$ cat src/rtl/player_move_ctrl_pkg.sv
// Shared types, widths and grid defaults for the player movement controller.
package player_move_ctrl_pkg;

    localparam int unsigned GRID_W_DEF = 16;
    localparam int unsigned GRID_H_DEF = 12;
    localparam int unsigned COORD_W    = 4;
    localparam int unsigned TARGET_W   = COORD_W + 1;
    localparam int unsigned PROG_W     = 7;
    localparam int unsigned NUM_DIRS   = 4;

    typedef enum logic [1:0] {
        DIR_UP    = 2'd0,
        DIR_DOWN  = 2'd1,
        DIR_LEFT  = 2'd2,
        DIR_RIGHT = 2'd3
    } dir_t;

    typedef enum logic [1:0] {
        ST_IDLE  = 2'd0,
        ST_QUERY = 2'd1,
        ST_CHECK = 2'd2
    } move_state_t;

    // Candidate tile carries one extra high bit so 0-1 and 15+1 land outside the grid instead of wrapping.
    typedef struct packed {
        logic [TARGET_W-1:0] x;
        logic [TARGET_W-1:0] y;
    } target_t;

    function automatic target_t step_target(
        input logic [COORD_W-1:0] x,
        input logic [COORD_W-1:0] y,
        input dir_t               dir
    );
        target_t t;
        t.x = {1'b0, x};
        t.y = {1'b0, y};
        case (dir)
            DIR_UP:    t.y = t.y - TARGET_W'(1);
            DIR_DOWN:  t.y = t.y + TARGET_W'(1);
            DIR_LEFT:  t.x = t.x - TARGET_W'(1);
            DIR_RIGHT: t.x = t.x + TARGET_W'(1);
            default:   t = t;
        endcase
        return t;
    endfunction

endpackage

$ cat src/rtl/player_move_ctrl_btn_repeat.sv
// Per-button step generator: a step on the press edge, then auto-repeat while the button stays held.
module player_move_ctrl_btn_repeat #(
    parameter int unsigned REPEAT_DELAY = 20,
    parameter int unsigned REPEAT_RATE  = 6
) (
    input  logic clk_i,
    input  logic rst_i,
    input  logic frame_tick_i,
    input  logic btn_i,
    output logic step_o
);

    localparam int unsigned CNT_W = $clog2(REPEAT_DELAY + 1);

    logic             btn_q;
    logic [CNT_W-1:0] cnt_q;
    logic [CNT_W-1:0] cnt_d;
    logic [CNT_W-1:0] cnt_inc;
    logic             fire;

    // After the first repeat the counter is rewound so every later repeat is REPEAT_RATE ticks apart.
    always_comb begin
        cnt_d   = cnt_q;
        cnt_inc = cnt_q + CNT_W'(1);
        fire    = 1'b0;
        if (!btn_i) begin
            cnt_d = '0;
        end else if (frame_tick_i) begin
            if (cnt_inc == CNT_W'(REPEAT_DELAY)) begin
                fire  = 1'b1;
                cnt_d = CNT_W'(REPEAT_DELAY - REPEAT_RATE);
            end else begin
                cnt_d = cnt_inc;
            end
        end
    end

    always_ff @(posedge clk_i) begin
        if (rst_i) begin
            btn_q  <= 1'b0;
            cnt_q  <= '0;
            step_o <= 1'b0;
        end else begin
            btn_q  <= btn_i;
            cnt_q  <= cnt_d;
            step_o <= (btn_i & ~btn_q) | fire;
        end
    end

endmodule

$ cat src/rtl/player_move_ctrl.sv
// Turns debounced button levels into tile moves (with map obstacle query), facing, and hold-to-chop progress.
module player_move_ctrl
    import player_move_ctrl_pkg::*;
#(
    parameter int unsigned GRID_W       = GRID_W_DEF,
    parameter int unsigned GRID_H       = GRID_H_DEF,
    parameter int unsigned START_X      = 1,
    parameter int unsigned START_Y      = 1,
    parameter int unsigned REPEAT_DELAY = 20,
    parameter int unsigned REPEAT_RATE  = 6,
    parameter int unsigned CHOP_FRAMES  = 90
) (
    input  logic               clock_in,
    input  logic               reset_in,
    input  logic               frame_tick_in,
    input  logic               up_in,
    input  logic               down_in,
    input  logic               left_in,
    input  logic               right_in,
    input  logic               chop_in,
    input  logic               blocked_in,
    output logic               query_valid,
    output logic [COORD_W-1:0] query_x,
    output logic [COORD_W-1:0] query_y,
    output logic [COORD_W-1:0] player_x,
    output logic [COORD_W-1:0] player_y,
    output logic [1:0]         facing,
    output logic               move_pulse,
    output logic               bump_pulse,
    output logic               chop_active,
    output logic [PROG_W-1:0]  chop_progress,
    output logic               chop_done
);

    localparam logic [TARGET_W-1:0] GRID_W_T  = TARGET_W'(GRID_W);
    localparam logic [TARGET_W-1:0] GRID_H_T  = TARGET_W'(GRID_H);
    localparam logic [PROG_W-1:0]   CHOP_LAST = PROG_W'(CHOP_FRAMES - 1);

    logic [NUM_DIRS-1:0] btn_lvl;
    logic [NUM_DIRS-1:0] step_req;
    logic                any_dir;
    logic                req_valid;
    dir_t                req_dir;
    target_t             target;
    logic                out_of_grid;
    move_state_t         state_q;

    assign btn_lvl = {right_in, left_in, down_in, up_in};
    assign any_dir = |btn_lvl;

    for (genvar i = 0; i < NUM_DIRS; i++) begin : g_dir
        player_move_ctrl_btn_repeat #(
            .REPEAT_DELAY (REPEAT_DELAY),
            .REPEAT_RATE  (REPEAT_RATE)
        ) u_repeat (
            .clk_i        (clock_in),
            .rst_i        (reset_in),
            .frame_tick_i (frame_tick_in),
            .btn_i        (btn_lvl[i]),
            .step_o       (step_req[i])
        );
    end

    // Fixed priority UP > DOWN > LEFT > RIGHT; losing requests are simply dropped.
    always_comb begin
        req_valid = 1'b0;
        req_dir   = DIR_UP;
        if (step_req[DIR_UP]) begin
            req_valid = 1'b1;
            req_dir   = DIR_UP;
        end else if (step_req[DIR_DOWN]) begin
            req_valid = 1'b1;
            req_dir   = DIR_DOWN;
        end else if (step_req[DIR_LEFT]) begin
            req_valid = 1'b1;
            req_dir   = DIR_LEFT;
        end else if (step_req[DIR_RIGHT]) begin
            req_valid = 1'b1;
            req_dir   = DIR_RIGHT;
        end
    end

    always_comb begin
        target      = step_target(player_x, player_y, req_dir);
        out_of_grid = (target.x >= GRID_W_T) || (target.y >= GRID_H_T);
    end

    // Move FSM: edge check in IDLE, one-cycle map query, then commit or bump on the map answer.
    always_ff @(posedge clock_in) begin
        if (reset_in) begin
            state_q     <= ST_IDLE;
            player_x    <= COORD_W'(START_X);
            player_y    <= COORD_W'(START_Y);
            facing      <= DIR_DOWN;
            query_valid <= 1'b0;
            query_x     <= '0;
            query_y     <= '0;
            move_pulse  <= 1'b0;
            bump_pulse  <= 1'b0;
        end else begin
            query_valid <= 1'b0;
            move_pulse  <= 1'b0;
            bump_pulse  <= 1'b0;
            case (state_q)
                ST_IDLE: begin
                    if (req_valid) begin
                        facing <= req_dir;
                        if (out_of_grid) begin
                            bump_pulse <= 1'b1;
                        end else begin
                            query_x     <= target.x[COORD_W-1:0];
                            query_y     <= target.y[COORD_W-1:0];
                            query_valid <= 1'b1;
                            state_q     <= ST_QUERY;
                        end
                    end
                end
                ST_QUERY: begin
                    state_q <= ST_CHECK;
                end
                ST_CHECK: begin
                    if (blocked_in) begin
                        bump_pulse <= 1'b1;
                    end else begin
                        player_x   <= query_x;
                        player_y   <= query_y;
                        move_pulse <= 1'b1;
                    end
                    state_q <= ST_IDLE;
                end
                default: begin
                    state_q <= ST_IDLE;
                end
            endcase
        end
    end

    // Chop counter wraps to zero on completion, so progress never reaches CHOP_FRAMES.
    always_ff @(posedge clock_in) begin
        if (reset_in) begin
            chop_active   <= 1'b0;
            chop_progress <= '0;
            chop_done     <= 1'b0;
        end else begin
            chop_done   <= 1'b0;
            chop_active <= chop_in & ~any_dir;
            if (!chop_in || any_dir) begin
                chop_progress <= '0;
            end else if (frame_tick_in) begin
                if (chop_progress >= CHOP_LAST) begin
                    chop_progress <= '0;
                    chop_done     <= 1'b1;
                end else begin
                    chop_progress <= chop_progress + PROG_W'(1);
                end
            end
        end
    end

endmodule
$ cat config.mk
export PLATFORM = sky130hd
export DESIGN_NAME = player_move_ctrl
export DESIGN_NICKNAME = d
export VERILOG_FILES = /design/src/rtl/player_move_ctrl_pkg.sv /design/src/rtl/player_move_ctrl_btn_repeat.sv /design/src/rtl/player_move_ctrl.sv
export SDC_FILE = /design/constraint.sdc
export NUM_CORES = 1
export LEC_CHECK = 0
export CAP_MARGIN = 25
export CORE_AREA = 4 4 97 81
export CTS_BUF_LIST = sky130_fd_sc_hd__clkbuf_16
export DETAILED_ROUTE_END_ITERATION = 8
export DIE_AREA = 0 0 101 85
export PLACE_DENSITY_LB_ADDON = 0.12
export SETUP_SLACK_MARGIN = 0.1
export SLEW_MARGIN = 5
export SYNTH_ARGS = -nofsm -noshare
export SYNTH_HDL_FRONTEND = slang
export SYNTH_SLANG_ARGS = --single-unit
$ cat constraint.sdc
create_clock -name clock_in -period 4.15 [get_ports clock_in]
set_clock_uncertainty 0.05 [all_clocks]
set_input_delay 0.83 -clock clock_in [delete_from_list [all_inputs] [get_ports clock_in]]
set_output_delay 0.83 -clock clock_in [all_outputs]
set_load 0.01 [all_outputs]
==> metrics.cfg <==
[logic_synthesis]
synth_flop_cell = sky130_fd_sc_hd__dfxtp_1
portion_of_netlist_area_occupied_by_mux_cells_pct = 5.968
flop_and_latch_count_out_of_synthesis = 60
synth-xor-area-share_pct = 6.720
yosys_warnings = 0
largest_family_of_logic_cells_by_synthesized_area = simple AND/OR/NAND/NOR gates
synth_async_sr_flop_share_pct = 0
yosys.area.top_type_share_pct = 40.07
netlist_top_cells_count = sky130_fd_sc_hd__dfxtp_1 (60), sky130_fd_sc_hd__nor2_1 (34), sky130_fd_sc_hd__nand2_1 (28)
post_synth_fa_ha_maj_area_fraction_pct = 8.013
yosys.cell_count.top_type = sky130_fd_sc_hd__dfxtp_1
syn-mean-instance-area_sq_um = 9.339
netlist_area_sq_mm = 0.002998
synth.net_count = 348
yosys.area_share.simple_pct = 21.20
synth.area.top_cells = sky130_fd_sc_hd__dfxtp_1 (40%), sky130_fd_sc_hd__ha_1 (6.7%), sky130_fd_sc_hd__mux2i_1 (4.7%), sky130_fd_sc_hd__nor2_1 (4.3%), sky130_fd_sc_hd__nand2_1 (3.5%)
netlist.top_cell.by_area = sky130_fd_sc_hd__dfxtp_1
synth_edf_count = 0
instance_count_of_the_mapped_netlist = 321
synth-seq-area-share_pct = 40.07
netlist-cell-type-count = 54
synth_compound_area_share_pct = 15.15

[min_path]
worst_hold_path_type = reg -> reg

[clock_tree]
ctsHtreeMaxLevel = 3
numClockSinks = 60
cts_tree = yes
number_of_clock_buffers_inserted_by_tritoncts = 9
cts_resized = 0
clkSlewWorstSetupHoldPaths_ps = 50
worst_skew_pair.late_latency_ps = 320
cts_hold_repair.buffers = 0
deepest_clock_path_buffer_count = 2
cts_root_buf = sky130_fd_sc_hd__clkbuf_16
cts_post_setup_buffers_inserted = 0

[global_routing]
grt_total_ovfl = 0
first_global_vias = 2140
first_pass_grt_wire_length_um = 10470
track_usage_pct = 15.26
antenna_found_initial = 0
grt_max_degree = 31

[timing]
fmax_mhz = 391.9
setup_total_negative_slack_ps = 0
timing.max_slew.rel_slack_pct = 70.30
fin_crit_ps = 2552
grt_setup_unrepaired = false
worst_slew_pin_slew_ps = 445.0
setup_slack_ps = 1598
final-max-slew-violation-count = 0
number_of_hold_violations_in_the_final_report = 0
hold_ws_ps = 353.4
final-setup-viol-count = 0
min_period_over_period_pct = 61.48

[outcome]
outcome = finished clean

[critical_path]
criticalPathCategory = reg -> reg
worst_setup_path_start_kind = flop
critPathRequiredTime_ps = 4330
critical_path.reg2reg.endpoint = query_x[0]
critical_path.cell_chain = nor2_4 -> nand2_2 -> fa_1 -> a21o_1 -> a21oi_2 -> mux2i_2 -> o21a_4 -> a21oi_1 -> a211oi_1
timing.critical_path.arrival_ps = 2730
worst_r2r_path_depth = 9
r2r_setup_slack_ps = 1600
worst_setup_path_startpoint = g_dir[0].u_repeat.step_o
slowest_stage = sky130_fd_sc_hd__fa_1
critical_path.max_fanout = 7
setup.worst_path.end = query_x[0]
worst_r2r_startpoint = g_dir[0].u_repeat.step_o
critPathCaptureType = flop
timing.critical_path.slowest_cell_delay_ps = 430

[floorplan]
die_height_um = 85
fp.dieW_um = 101
dieArea_sq_mm = 0.008585
top_level_ports = 39
fp-row-count = 27
initial_utilization_pct = 44.15
core_area_sq_mm = 0.006790

[routing]
avgViaCountPerCell = 5.179
routed_wirelength_um = 6252
routed_vias = 2367
remaining_drc_errors = 0
drtAntennaViolNets = 0
wl_per_cell_um = 13.68
drt_first_pass_iters = 4
drt_iter0_drc = 73

[layout]
n_antenna_cell = 0
area_growth_syn_to_layout_pct = 26.17
drive_gt1_share_pct = 11.08
finalNetCount = 392
final_area_sq_mm = 0.003782

[place]
post_dp_cell_area_sq_mm = 0.003476
place.port_buffers = 38
routabilityCongestion = 0.7532
place_ws_ps = 1460
place_hpwl_um = 4515

[power]
report.power.total_mw = 1.576
power_leakage_nw = 1.441
power.density_mw_per_mm2 = 416.8
peakVddDrop_uv = 292.6

[job]
max-cap-violations = 0

## critical path: cells and delay by family, from the launching register on
kind / cells / cell delay (ps)
simple gates: 2 / 340
compound gates: 5 / 930
mux: 1 / 350
fa+ha+maj: 1 / 430
flops: 1 / 370
## stage by stage
stage	utilization [%]	std cells
floorplan	-	321
global placement	51.19	441
detailed placement	51.19	441
CTS	55.70	457
global route	55.70	457
finish	55.70	457
## cells in the final DEF (no fill, tap or decap), types with 3 or more instances in the layout
cell type                         count
sky130_fd_sc_hd__a21oi_1             20
sky130_fd_sc_hd__xor2_1              11
sky130_fd_sc_hd__buf_4                4
sky130_fd_sc_hd__mux2i_1             14
sky130_fd_sc_hd__a211oi_2             4
sky130_fd_sc_hd__inv_1               12
sky130_fd_sc_hd__ha_1                16
sky130_fd_sc_hd__xnor2_1             12
sky130_fd_sc_hd__a21o_1               5
sky130_fd_sc_hd__nand4_1              8
sky130_fd_sc_hd__o21ai_1              3
sky130_fd_sc_hd__o21ai_0              6
sky130_fd_sc_hd__nor4_1               4
sky130_fd_sc_hd__and3_1               5
sky130_fd_sc_hd__nor2_1              34
sky130_fd_sc_hd__nor3_1               8
sky130_fd_sc_hd__nand3_1              7
sky130_fd_sc_hd__nand2_1             28
sky130_fd_sc_hd__clkinv_1             3
sky130_fd_sc_hd__a211oi_1             4
sky130_fd_sc_hd__clkbuf_16            9
sky130_fd_sc_hd__nor3b_1              7
sky130_fd_sc_hd__clkdlybuf4s50_1     38
sky130_fd_sc_hd__dfxtp_1             60
## cells by family (layout without fill, tap and decap cells)
logic type | count (synthesis) | count (layout)
compound gates | 63 | 63
flops | 60 | 60
fa+ha+maj | 18 | 18
simple gates | 119 | 119
mux | 17 | 17
buf+inv | 21 | 70
xor+xnor | 23 | 23
## routing by layer
metal	GRT usage (%)	vias to the layer above	wire length, um
li1	-	1240	-
met1	22.00	1087	3236
met2	21.82	32	2712
met3	4.519	8	226
met4	4.710	0	76
met5	0	-	0
## cell type report
type | count | area [sq um]
clock buffers | 9 | 225.2
fillers | 607 | 3008
flip-flops and latches | 60 | 1201
inverters | 12 | 45.04
multi-input cells | 240 | 1710
clock inverters | 7 | 81.33
repair buffers | 42 | 410.4
well taps | 87 | 108.9
## flip-flops by register name, summed over array words and instances (netlist names)
| name | flops |
|---|---|
| g_dir.u_repeat.cnt_q | 20 |
| chop_progress | 7 |
| g_dir.u_repeat.btn_q | 4 |
| g_dir.u_repeat.step_o | 4 |
| player_x | 4 |
| player_y | 4 |
| query_x | 4 |
| query_y | 4 |
| facing | 2 |
| state_q | 2 |
| bump_pulse | 1 |
| chop_active | 1 |
| chop_done | 1 |
| move_pulse | 1 |
| query_valid | 1 |
## power by group
part / internal (mW) / switching [mW] / total, mW
clock: 0.516 / 0.247 / 0.763
combinational: 0.0901 / 0.100 / 0.190
sequential: 0.602 / 0.0215 / 0.623
total: 1.21 / 0.368 / 1.58
## worst min-delay path by stage
stage,cells past startpoint,start,end,slack (ps)
finish,1,g_dir[2].u_repeat.btn_q,g_dir[2].u_repeat.step_o,350
global route,1,g_dir[3].u_repeat.btn_q,g_dir[3].u_repeat.step_o,370
CTS,1,g_dir[2].u_repeat.btn_q,g_dir[2].u_repeat.step_o,360
detailed placement,1,g_dir[2].u_repeat.btn_q,g_dir[2].u_repeat.step_o,350
global placement,1,g_dir[2].u_repeat.btn_q,g_dir[2].u_repeat.step_o,340
floorplan,1,g_dir[0].u_repeat.btn_q,g_dir[0].u_repeat.step_o,330
No activity file was read; power rests on OpenSTA's default activity.
